**src/rtl/avf_pkg.sv**
```systemverilog
// ---------------------------------------------------------------------------
// avf_pkg
// Definitions shared by the AVF window monitor and its accumulator.
//   avf_win_state_t   : window FSM state (IDLE / RUN / HOLD)
//   AVF_ACC_W_DEFAULT : default accumulator / threshold width
//   avf_eff_len()     : maps a requested window length of 0 to 1
// ---------------------------------------------------------------------------
package avf_pkg;

    localparam int AVF_ACC_W_DEFAULT = 19;

    typedef enum logic [1:0] {
        ST_IDLE = 2'd0,
        ST_RUN  = 2'd1,
        ST_HOLD = 2'd2
    } avf_win_state_t;

    // A zero-length window would never terminate, so it is run as one cycle.
    function automatic logic [15:0] avf_eff_len(input logic [15:0] len);
        return (len == 16'd0) ? 16'd1 : len;
    endfunction

endpackage

```
**src/rtl/avf_accum.sv**
```systemverilog
// ---------------------------------------------------------------------------
// avf_accum
// ACE bit-count accumulator for one measurement window.
// Configuration macro: AVF_ACC_SAT_EN
//   defined   -> the sum saturates at all-ones and stays there
//   undefined -> the sum wraps modulo 2^ACC_W
// Ports:
//   clk      in   clock, rising edge
//   reset    in   synchronous active-high reset
//   clr      in   clear the accumulator (has priority over en)
//   en       in   add inc this cycle
//   inc      in   3-bit increment, zero-extended
//   sum_nxt  out  accumulator value including this cycle's inc
// ---------------------------------------------------------------------------
module avf_accum
    import avf_pkg::*;
#(
    parameter int ACC_W = AVF_ACC_W_DEFAULT
) (
    input  logic             clk,
    input  logic             reset,
    input  logic             clr,
    input  logic             en,
    input  logic [2:0]       inc,
    output logic [ACC_W-1:0] sum_nxt
);

    logic [ACC_W-1:0] acc_q, acc_d;
    logic [ACC_W:0]   sum_wide;

    always_comb begin
        // One extra bit captures the carry out for saturation detection.
        sum_wide = {1'b0, acc_q} + {{(ACC_W-2){1'b0}}, inc};
`ifdef AVF_ACC_SAT_EN
        sum_nxt = sum_wide[ACC_W] ? {ACC_W{1'b1}} : sum_wide[ACC_W-1:0];
`else
        sum_nxt = sum_wide[ACC_W-1:0];
`endif
        acc_d = acc_q;
        if (clr) begin
            acc_d = '0;
        end else if (en) begin
            acc_d = sum_nxt;
        end
    end

    always_ff @(posedge clk) begin
        if (reset) begin
            acc_q <= '0;
        end else begin
            acc_q <= acc_d;
        end
    end

endmodule

```
**src/rtl/avf_window_monitor.sv**
```systemverilog
// ---------------------------------------------------------------------------
// avf_window_monitor
// Sums per-cycle ACE bit counts over a window of N cycles and flags the
// window when the sum exceeds a threshold. The result is held with a
// valid/ready handshake.
// Configuration macro: AVF_ACC_SAT_EN (saturating accumulator, see avf_accum)
// Ports:
//   clk         in   clock, rising edge
//   reset       in   synchronous active-high reset
//   start       in   begin a window (honoured in IDLE only)
//   window_len  in   window length in cycles, 0 treated as 1
//   threshold   in   ACE-sum limit
//   ace_inc     in   per-cycle ACE increment 0..7
//   busy        out  high in RUN and HOLD
//   res_valid   out  result presented
//   res_ready   in   consumer accepts result
//   ace_sum     out  accumulated ACE count of the last window
//   avf_high    out  ace_sum > latched threshold
// ---------------------------------------------------------------------------
module avf_window_monitor
    import avf_pkg::*;
#(
    parameter int ACC_W = AVF_ACC_W_DEFAULT
) (
    input  logic             clk,
    input  logic             reset,
    input  logic             start,
    input  logic [15:0]      window_len,
    input  logic [ACC_W-1:0] threshold,
    input  logic [2:0]       ace_inc,
    output logic             busy,
    output logic             res_valid,
    input  logic             res_ready,
    output logic [ACC_W-1:0] ace_sum,
    output logic             avf_high
);

    avf_win_state_t   state_q, state_d;
    logic [15:0]      cnt_q, cnt_d;
    logic [15:0]      len_q, len_d;
    logic [ACC_W-1:0] thr_q, thr_d;
    logic [ACC_W-1:0] ace_sum_q, ace_sum_d;
    logic             avf_high_q, avf_high_d;
    logic             res_valid_q, res_valid_d;
    logic             busy_q, busy_d;
    logic             acc_clr, acc_en;
    logic [ACC_W-1:0] acc_sum_nxt;

    avf_accum #(.ACC_W(ACC_W)) u_accum (
        .clk     (clk),
        .reset   (reset),
        .clr     (acc_clr),
        .en      (acc_en),
        .inc     (ace_inc),
        .sum_nxt (acc_sum_nxt)
    );

    always_comb begin
        state_d     = state_q;
        cnt_d       = cnt_q;
        len_d       = len_q;
        thr_d       = thr_q;
        ace_sum_d   = ace_sum_q;
        avf_high_d  = avf_high_q;
        res_valid_d = res_valid_q;
        busy_d      = busy_q;
        acc_clr     = 1'b0;
        acc_en      = 1'b0;
        case (state_q)
            ST_IDLE: begin
                if (start) begin
                    len_d   = avf_eff_len(window_len);
                    thr_d   = threshold;
                    cnt_d   = 16'd0;
                    acc_clr = 1'b1;
                    busy_d  = 1'b1;
                    state_d = ST_RUN;
                end
            end
            ST_RUN: begin
                acc_en = 1'b1;
                cnt_d  = cnt_q + 16'd1;
                // Last sampled cycle: publish the sum including this cycle's inc.
                if (cnt_q == len_q - 16'd1) begin
                    ace_sum_d   = acc_sum_nxt;
                    avf_high_d  = (acc_sum_nxt > thr_q);
                    res_valid_d = 1'b1;
                    state_d     = ST_HOLD;
                end
            end
            ST_HOLD: begin
                if (res_ready) begin
                    res_valid_d = 1'b0;
                    busy_d      = 1'b0;
                    state_d     = ST_IDLE;
                end
            end
            default: begin
                res_valid_d = 1'b0;
                busy_d      = 1'b0;
                state_d     = ST_IDLE;
            end
        endcase
    end

    always_ff @(posedge clk) begin
        if (reset) begin
            state_q     <= ST_IDLE;
            cnt_q       <= '0;
            len_q       <= '0;
            thr_q       <= '0;
            ace_sum_q   <= '0;
            avf_high_q  <= 1'b0;
            res_valid_q <= 1'b0;
            busy_q      <= 1'b0;
        end else begin
            state_q     <= state_d;
            cnt_q       <= cnt_d;
            len_q       <= len_d;
            thr_q       <= thr_d;
            ace_sum_q   <= ace_sum_d;
            avf_high_q  <= avf_high_d;
            res_valid_q <= res_valid_d;
            busy_q      <= busy_d;
        end
    end

    assign busy      = busy_q;
    assign res_valid = res_valid_q;
    assign ace_sum   = ace_sum_q;
    assign avf_high  = avf_high_q;

endmodule
```
**config.mk**
```make
export PLATFORM = sky130hd
export DESIGN_NAME = avf_window_monitor
export DESIGN_NICKNAME = d
export VERILOG_FILES = /design/src/rtl/avf_pkg.sv /design/src/rtl/avf_accum.sv /design/src/rtl/avf_window_monitor.sv
export SDC_FILE = /design/constraint.sdc
export NUM_CORES = 1
export LEC_CHECK = 0
export BUFFER_PORTS_ARGS = -buffer_cell sky130_fd_sc_hd__clkbuf_2
export CAP_MARGIN = 10
export CORE_ASPECT_RATIO = 0.5
export CORE_MARGIN = 5
export CORE_UTILIZATION = 29
export DETAILED_ROUTE_END_ITERATION = 6
export HOLD_SLACK_MARGIN = 0.03
export PLACE_DENSITY = 0.55
export SETUP_SLACK_MARGIN = 0.05
export SLEW_MARGIN = 20
export SYNTH_ARGS = -nofsm -noshare
export SYNTH_HDL_FRONTEND = slang
export SYNTH_HIERARCHICAL = 1
export SYNTH_SLANG_ARGS = --single-unit
export TNS_END_PERCENT = 20
```
**constraint.sdc**
```tcl
create_clock -name clk -period 3.9 [get_ports clk]
set_clock_uncertainty 0.15 [all_clocks]
set_input_delay 0.585 -clock clk [delete_from_list [all_inputs] [get_ports clk]]
set_output_delay 0.585 -clock clk [all_outputs]
set_load 0.02 [all_outputs]
```
# Word level (Yosys, flattened, before mapping)
# Index checks and enable logic that the tools add are counted.
[word_totals]
regBits = 94
out_inout_bits = 22
elab_cells = 46
[op_classes]
add_sub_neg = 3
order_cmp = 1
n_eq_ne = 6
mux = 15
bitwise_logic = 2
n_reduce_logical = 10
[ops]
columns = ["cell", "count"]
rows = [
  ["16-bit 2-to-1 mux", 2],
  ["16-bit case mux with 2 select lines", 1],
  ["19-bit by 3-bit adder with 19-bit output", 1],
  ["19-bit > comparator", 1],
  ["16-bit by 1-bit adder with 16-bit output (second input constant)", 1],
  ["16-bit == test", 1],
  ["16-bit logical NOT", 1],
  ["16-bit by 1-bit subtractor with 16-bit output (second input constant)", 1],
  ["3-bit AND reduction", 3],
  ["1-bit 2-to-1 mux", 6],
  ["2-bit 2-to-1 mux", 3],
  ["2-bit != test (second input constant)", 3],
  ["1-bit case mux with 3 select lines", 2],
  ["2-bit case mux with 3 select lines", 1],
  ["2-bit AND reduction", 3],
  ["2-bit by 1-bit == test with 1-bit output (second input constant)", 1],
  ["2-bit == test (second input constant)", 1],
  ["2-bit logical NOT", 1],
  ["1-bit inverter", 2],
  ["2-bit nonzero test", 1],
  ["2-bit OR reduction", 1],
]

# Logic depth before layout (Yosys ltp)
# Gate-level depths: netlist of the first run.
[depth]
word_depth = 4
depth_mapped = 14
mapped_depth_nobuf = 14

# Cells and area by module
# The synthesis of the first run kept the hierarchy.
[by_module_without_submodules]
columns = ["mod", "instances", "cells_each", "area_per_inst_um2", "seq_area_each_um2"]
rows = [
  ["avf_window_monitor", 1, 511, 3982.6, 1501.4],
  ["avf_accum", 1, 157, 1251.2, 380.4],
]

# Worst setup path before layout of the first run
# OpenSTA, ideal clock, no wires.
[synth_timing]
kind = "input to register"
startpoint = "input port ace_inc[0]"
endpoint = "register avf_high_q, in the netlist avf_high"
setup_time_ps = 120
t_arrival_ps = 3096
required_time_ps = 3630
setup_slack_ps = 534
cell_stages = 14
n_path_buf = 0
cell_sequence = "ha_1 > inv_1 > fa_1 > or2b_1 > a211oi_1 > nand3_1 > xnor2_1 > ha_1 > a21o_1 > a21o_1 > a21oi_1 > o2111ai_1 > nand2_1 > mux2i_1"
[synth_between]
elab_chain_cells = 2
[synth_lines]
columns = ["item", "line", "rtl"]
rows = [
  ["start: declaration", "avf_window_monitor.sv:30", "input logic [2:0] ace_inc,"],
  ["19-bit by 3-bit adder with 19-bit output", "avf_accum.sv:33", "sum_wide = {1'b0, acc_q} + {{(ACC_W-2){1'b0}}, inc};"],
  ["named net acc_sum_nxt[16]", "avf_window_monitor.sv:47", "logic [ACC_W-1:0] acc_sum_nxt;"],
  ["19-bit > comparator", "avf_window_monitor.sv:86", "avf_high_d = (acc_sum_nxt > thr_q);"],
  ["end signal: assignment", "avf_window_monitor.sv:122", "avf_high_q <= avf_high_d;"],
  ["end: declaration", "avf_window_monitor.sv:43", "logic avf_high_q, avf_high_d;"],
]
# The timed path passes the listed nets, and every way through them passes these cells.
# A chain may end at the register's enable or synchronous reset.

# Worst setup path in the final report of the first run
[layout_timing]
startpoint = "register u_accum.acc_q[0]"
endpoint = "register avf_high_q, in the netlist avf_high"
[layout_between]
elab_chain_cells = 2
[layout_lines]
columns = ["item", "line", "rtl"]
rows = [
  ["start: declaration", "avf_accum.sv:28", "logic [ACC_W-1:0] acc_q, acc_d;"],
  ["start signal: assignment", "avf_accum.sv:49", "acc_q <= '0;"],
  ["start signal: assignment", "avf_accum.sv:51", "acc_q <= acc_d;"],
  ["19-bit by 3-bit adder with 19-bit output", "avf_accum.sv:33", ""],
  ["named net acc_sum_nxt[16]", "avf_window_monitor.sv:47", ""],
  ["19-bit > comparator", "avf_window_monitor.sv:86", ""],
]
# The timed path passes the listed nets, and every way through them passes these cells.

==> qor.txt, run 1 <==
Hold Crit Depth: 3
Setup WS pre-CTS: 0.2226 ns
worst vdd ir: 252.2 uV
TritonCTS clock tree: built
First-pass DRT Iterations: 7
H-tree Lvls: 3
initial antenna violation count: 0
Crit Path Class: flip-flop to flip-flop
sequential share of the synthesized area: 35.96%
Final HPWL DP: 10250 um
setup_tns: 0 ns
Die H: 105.0 um
DRC violations left: 0
maximum fanout along the worst path: 4
internal power: 1.677 mW
RR Endpoint: avf_high
Synth Net Count: 735
floorplan core area: 0.01753 mm2
LEAKAGE: 2.305 nW
Final Hold Fails: 0
Distinct cells, synth: 56
pin count of the biggest net entering global routing: 50
vias in the first global route: 4729
Slew @ Worst Pin: 0.6505 ns
hold endpoint: thr_q[11]
clk sinks: 94
Die ar.: 0.02100 mm2
commonest non-fill, non-tap cell in the layout: nand2_1
antenna fix cells: 0
worst hold path startpoint: threshold[11]
yosys warns: 6
Req. time, crit path: 3.98 ns
Final Slew Violations: 0
Layout Nets: 779
Post-synth EDFFs: 0
simple-gate share of the synthesized area: 24.86%
vias per cell: 4.996
FF-to-FF Start: u_accum/acc_q[0]
final core utilization: 34.48%
largest family of logic cells by synthesized area: simple AND/OR/NAND/NOR gates
Mapped Cells: 668
uppermost routed layer: met4
Maximum Capacitance Violations: 0
Post-Syn Area per Cell: 7.835 um2
Worst-Skew Late Latency: 0.35 ns
Die X-Extent: 200.0 um
first-pass GRT wire length: 23670 um
status: completed
Post-synth top flop: dfxtp_1
Async SR Flop Fraction: 0%
hold slack: 0.3041 ns
CTS buffer count: 9
I/O Pins: 64
P_sw: 0.6365 mW
depth of the most critical reg-to-reg path: 15
Comb power frac: 14.2%
Net Sw Frac: 27.51%
Min-Delay Path Class: primary input to flip-flop
Total GRT Usage: 13.82%
area delta synth->final: 15.47%
placer congestion estimate: 0.8201
met2 wire length: 6862 um
metal3 WL: 462 um
met1 WL: 6688 um
post-synthesis compound-gate area fraction: 18.24%
clock power share: 42.0%
root buffer cell: clkbuf_16
RSZ-0062 raised after global routing: no
achievable frequency: 0.2990 GHz
CP Capture Type: flip-flop
post-CTS setup buffer count: 0
Worst-path clk slew: 0.07 ns
Routed WL: 14150 um
reg-to-reg slack, setup: 0.56 ns
total congestion overflow: 0
Setup WS post-layout: 0.5556 ns
power per cell area: 382.8 mW/mm2
Final min period: 3.344 ns
Final Cycle Share: 85.75%
layout cells sized above 1: 14.37%
mux cell area share after synthesis: 1.219%
Netlist Area Pre-Place: 0.005234 mm2
ANT nets after route: 0
initial drt markers: 265
Post-Synth Adder-Cell Area: 6.120%
PortBufs: 63
FP Rows: 34
Hold-fix buffers, CTS: 0
Final Power: 2.313 mW
post-synthesis register bit count: 94
Reg power frac: 43.9%
Max Buffers Root-to-Sink: 2
wire per inst: 14.88 um
vias: 4751
startpoint types: flip-flop
final-report setup violation count: 0
xor and xnor area share after synthesis: 7.363%
Slew headroom: 56.57%
Arr. time, crit path: 3.43 ns
initial core utilization: 29.86%
most frequent cells in the layout: nand2_1 (95), dfxtp_1 (94), a21oi_1 (83), clkbuf_2 (63), nor2_1 (46)
Post-CTS Resized: 0
## metrics by stage
step / instances / area (um2)
global placement: 935 / 5722
finish: 951 / 6043
floorplan: 668 / 5234
CTS: 951 / 6043
global route: 951 / 6043
detailed placement: 935 / 5722
## metal layers
layer	GRT usage, %	vias up
met5	0	-
met1	17.54	2246
met3	2.926	10
li1	-	2431
met2	23.92	64
met4	3.440	0
## how the worst max path moves through the flow
stage                startpoint  endpoint  cells past startpoint
2_1_floorplan        ace_inc[0]  avf_high                     14
3_3_place_gp         ace_inc[0]  avf_high                     16
3_5_place_dp         ace_inc[0]  avf_high                     16
4_1_cts        u_accum/acc_q[0]  avf_high                     15
5_1_grt        u_accum/acc_q[0]  avf_high                     15
6_report       u_accum/acc_q[0]  avf_high                     15
## logic make-up after synthesis
group | Yosys count
AOI/OAI and AO/OA | 164
and+or+nand+nor | 261
DFF | 94
xor gates and xnor gates | 44
adders and majority gates | 25
muxes | 6
buffers and inverters | 74
## flip-flops by register name, indices dropped and copies added (netlist names)
| name | count |
|---|---|
| avf_high | 1 |
| len_q | 16 |
| ace_sum | 19 |
| res_valid | 1 |
| u_accum/acc_q | 19 |
| thr_q | 19 |
| cnt_q | 16 |
| busy | 1 |
| state_q | 2 |
## synth_stat cells, types with 4 or more instances
cell type	instances	area, um2
and4_1	5	43.79
clkbuf_1	21	78.83
nand4_1	27	168.9
o21a_1	5	37.54
o21ai_0	24	120.1
o211ai_1	4	30.03
nand3b_1	5	37.54
a211oi_1	9	67.56
buf_2	9	45.04
xnor2_1	34	297.8
a21o_1	8	60.06
nor2_1	46	172.7
nand2_1	95	356.6
dfxtp_1	94	1882
nor4_1	4	25.02
xor2_1	10	87.58
a21oi_1	83	415.4
buf_6	4	45.04
ha_1	24	300.3
nor3_1	7	35.03
buf_1	5	18.77
nand2b_1	4	25.02
and2_1	5	31.28
or3_1	7	43.79
and3_1	8	50.05
o21ai_1	11	55.05
inv_1	32	120.1
nand3_1	29	145.1
## worst max-delay path, stage by stage (launching register included)
cell and delay [ns]:
dfxtp_1 0.33, ha_1 0.16, inv_1 0.05, fa_1 0.41, or2b_1 0.26, a211oi_1 0.23, buf_4 0.17, nand3_1 0.09
xnor2_1 0.25, ha_1 0.30, a21o_1 0.17, a21o_1 0.17, a21oi_1 0.20, o2111ai_1 0.14, nand2_1 0.09, mux2i_1 0.06
## power groups by stage
stage	sequential, mW	clock (mW)	combinational [mW]
CTS	1.01	0.996	0.331
detailed placement	1.04	0	0.328
global route	1.02	1.03	0.370
global placement	1.04	0	0.325
finish	1.01	0.971	0.328
floorplan	1.03	0	0.238
## cell type report
type / count / area (um2)
tap: 234 / 292.8
timing repair buffer: 74 / 397.9
inverter: 33 / 123.9
clock buffer: 10 / 229.0
fill: 1848 / 11480
clock inverter: 6 / 92.59
multi-input combinational: 500 / 3025
sequential: 94 / 1882
(Power assumes the default switching activity.)
==> inputs of run 2 (changes only) <==
--- a/config.mk
+++ b/config.mk
@@ -13,6 +13,7 @@
 export DETAILED_ROUTE_END_ITERATION = 6
 export HOLD_SLACK_MARGIN = 0.03
 export PLACE_DENSITY = 0.55
+export REMOVE_ABC_BUFFERS = 1
 export SETUP_SLACK_MARGIN = 0.05
 export SLEW_MARGIN = 20
 export SYNTH_ARGS = -nofsm -noshare
==> qor.txt, run 2 (synthesis gave the netlist of run 1 again) <==
status: completed (unchanged)
CTS buffer count: 9 (unchanged)
H-tree Lvls: 3 (unchanged)
non-filler instance count after layout: 949 (was 951)
Layout Nets: 777 (was 779)
top cell family by delay on the critical path: compound AO/OA/AOI/OAI gates (unchanged)
Final Power: 2.297 mW (was 2.313 mW)
Max Buffers Root-to-Sink: 2 (unchanged)
CP Capture Type: flip-flop (unchanged)
PortBufs: 63 (unchanged)
Final Cycle Share: 85.04% (was 85.75%)
Die ar.: 0.02100 mm2 (unchanged)
startpoint types: flip-flop (unchanged)
area delta synth->final: 15.23% (was 15.47%)
Final min period: 3.317 ns (was 3.344 ns)
initial core utilization: 29.86% (unchanged)
Req. time, crit path: 3.97 ns (was 3.98 ns)
first-pass GRT wire length: 23220 um (was 23670 um)
Placed Cells: 933 (was 935)
Routed WL: 13600 um (was 14150 um)
DRC violations left: 0 (unchanged)
First-pass DRT Iterations: 4 (was 7)
Final Slew Violations: 0 (unchanged)
final-report setup violation count: 0 (unchanged)
Worst-Skew Late Latency: 0.34 ns (was 0.35 ns)
clk sinks: 94 (unchanged)
post-CTS setup buffer count: 0 (unchanged)
Die X-Extent: 200.0 um (unchanged)
CP bufs+invs: 2 (unchanged)
FP Rows: 34 (unchanged)
Min-Delay Path Class: flip-flop to flip-flop (was primary input to flip-flop)
Final HPWL DP: 9684 um (was 10250 um)
TritonCTS clock tree: built (unchanged)
Slew @ Worst Pin: 0.8455 ns (was 0.6505 ns)
max incr delay on CP: 0.41 ns (about the same)
vias: 4783 (was 4751)
wire per inst: 14.33 um (was 14.88 um)
setup_tns: 0 ns (unchanged)
vias in the first global route: 4632 (was 4729)
Hold-fix buffers, CTS: 0 (unchanged)
layout cells sized above 1: 14.27% (was 14.37%)
maximum fanout along the worst path: 4 (unchanged)
Die H: 105.0 um (unchanged)
initial antenna violation count: 0 (unchanged)
fillers: 1885 (was 1848)
worst hold path startpoint: res_valid (was threshold[11])
achievable frequency: 0.3015 GHz (was 0.2990 GHz)
pin count of the biggest net entering global routing: 78 (was 50)
Maximum Capacitance Violations: 0 (unchanged)
Crit Path Class: flip-flop to flip-flop (unchanged)
power per cell area: 380.8 mW/mm2 (was 382.8 mW/mm2)
ANT nets after route: 0 (unchanged)
placer congestion estimate: 0.8383 (was 0.8201)
Worst-path clk slew: 0.07 ns (about the same)
Setup crit start: u_accum/acc_q[0] (unchanged)
Total GRT Usage: 13.35% (was 13.82%)
vias per cell: 5.040 (was 4.996)
FF-to-FF Start: u_accum/acc_q[0] (unchanged)
worst vdd ir: 215.4 uV (was 252.2 uV)
Slowest-stage cell, CP: fa_1 (unchanged)
most frequent cells in the layout: nand2_1 (95), dfxtp_1 (94), a21oi_1 (83), clkbuf_2 (63), nor2_1 (46) (unchanged)
LEAKAGE: 2.300 nW (was 2.305 nW)
commonest non-fill, non-tap cell in the layout: nand2_1 (unchanged)
crit-path cells: ha_1 > inv_1 > fa_1 > or2b_1 > a211oi_1 > buf_4 > nand3_1 > xnor2_1 > ha_1 > a21o_1 > a21o_1 > a21oi_1 > a221oi_1 > nand2_1 > mux2i_1 (was ha_1 > inv_1 > fa_1 > or2b_1 > a211oi_1 > buf_4 > nand3_1 > xnor2_1 > ha_1 > a21o_1 > a21o_1 > a21oi_1 > o2111ai_1 > nand2_1 > mux2i_1)
root buffer cell: clkbuf_16 (unchanged)
RSZ-0062 raised after global routing: no (unchanged)
Slew headroom: 43.63% (was 56.57%)
Final Hold Fails: 0 (unchanged)
floorplan core area: 0.01753 mm2 (unchanged)
total congestion overflow: 0 (unchanged)
antenna fix cells: 0 (unchanged)
I/O Pins: 64 (unchanged)
Arr. time, crit path: 3.39 ns (was 3.43 ns)
initial drt markers: 348 (was 265)
Post-CTS Resized: 0 (unchanged)
run 2: cell count changes in the layout (fill, tap and decap cells not counted):
cell	before	now
buf_4	11	9
clkinv_2	0	2
inv_6	2	0
clkbuf_1	1	0
clkbuf_8	0	1
run 2: stage by stage:
step / hold slack [ns] / area (um2) / utilization, % / setup WS (ns)
global placement: 0.2964 / 5707 / 32.56 / 0.3084
floorplan: 0.2803 / 5031 / - / 0.5317
CTS: 0.3065 / 6031 / 34.41 / 0.5743
global route: 0.3238 / 6031 / 34.41 / 0.3581
detailed placement: 0.2975 / 5707 / 32.56 / 0.2529
finish: 0.3034 / 6031 / 34.41 / 0.5833
run 2: path summary, 6_finish.rpt:
| path | endpoint | cells past startpoint | slack, ns |
|---|---|---|---|
| max reg2reg | avf_high | 15 | 0.58 |
| min | res_valid | 2 | 0.30 |
| max | avf_high | 15 | 0.58 |
| min reg2reg | res_valid | 2 | 0.30 |
run 2: layout make-up:
class | instances | area (um2) | area share (%)
clock buffers | 10 | 239.0 | 3.963
clock inverters | 6 | 85.08 | 1.411
inverters | 33 | 123.9 | 2.054
multi-input cells | 500 | 3025 | 50.17
flip-flops and latches | 94 | 1882 | 31.20
well taps | 234 | 292.8 | 4.855
repair buffers | 72 | 382.9 | 6.349
run 2: worst register-to-register path: cells and delay by family, from the launching register on:
kind / cells / cell delay, ns
DFF: 1 / 0.33
xor gates and xnor gates: 1 / 0.21
muxes: 1 / 0.06
adders and majority gates: 3 / 0.86
AOI/OAI and AO/OA: 5 / 0.88
buffers and inverters: 2 / 0.23
and+or+nand+nor: 3 / 0.47
run 2: power by group:
part	switching (mW)	total (mW)	internal, mW
registers	0.0266	1.01	0.987
clock network	0.383	0.960	0.577
logic	0.203	0.323	0.120
run 2: metal layers:
layer	global-route usage (%)	share of wire, %	routed length, um	vias up
met1	17.51	47	6328	2273
met2	22.82	49	6726	67
met5	0	0	0	-
met4	2.713	0.60	81	0
li1	-	-	-	2436
met3	2.701	3.4	464	7
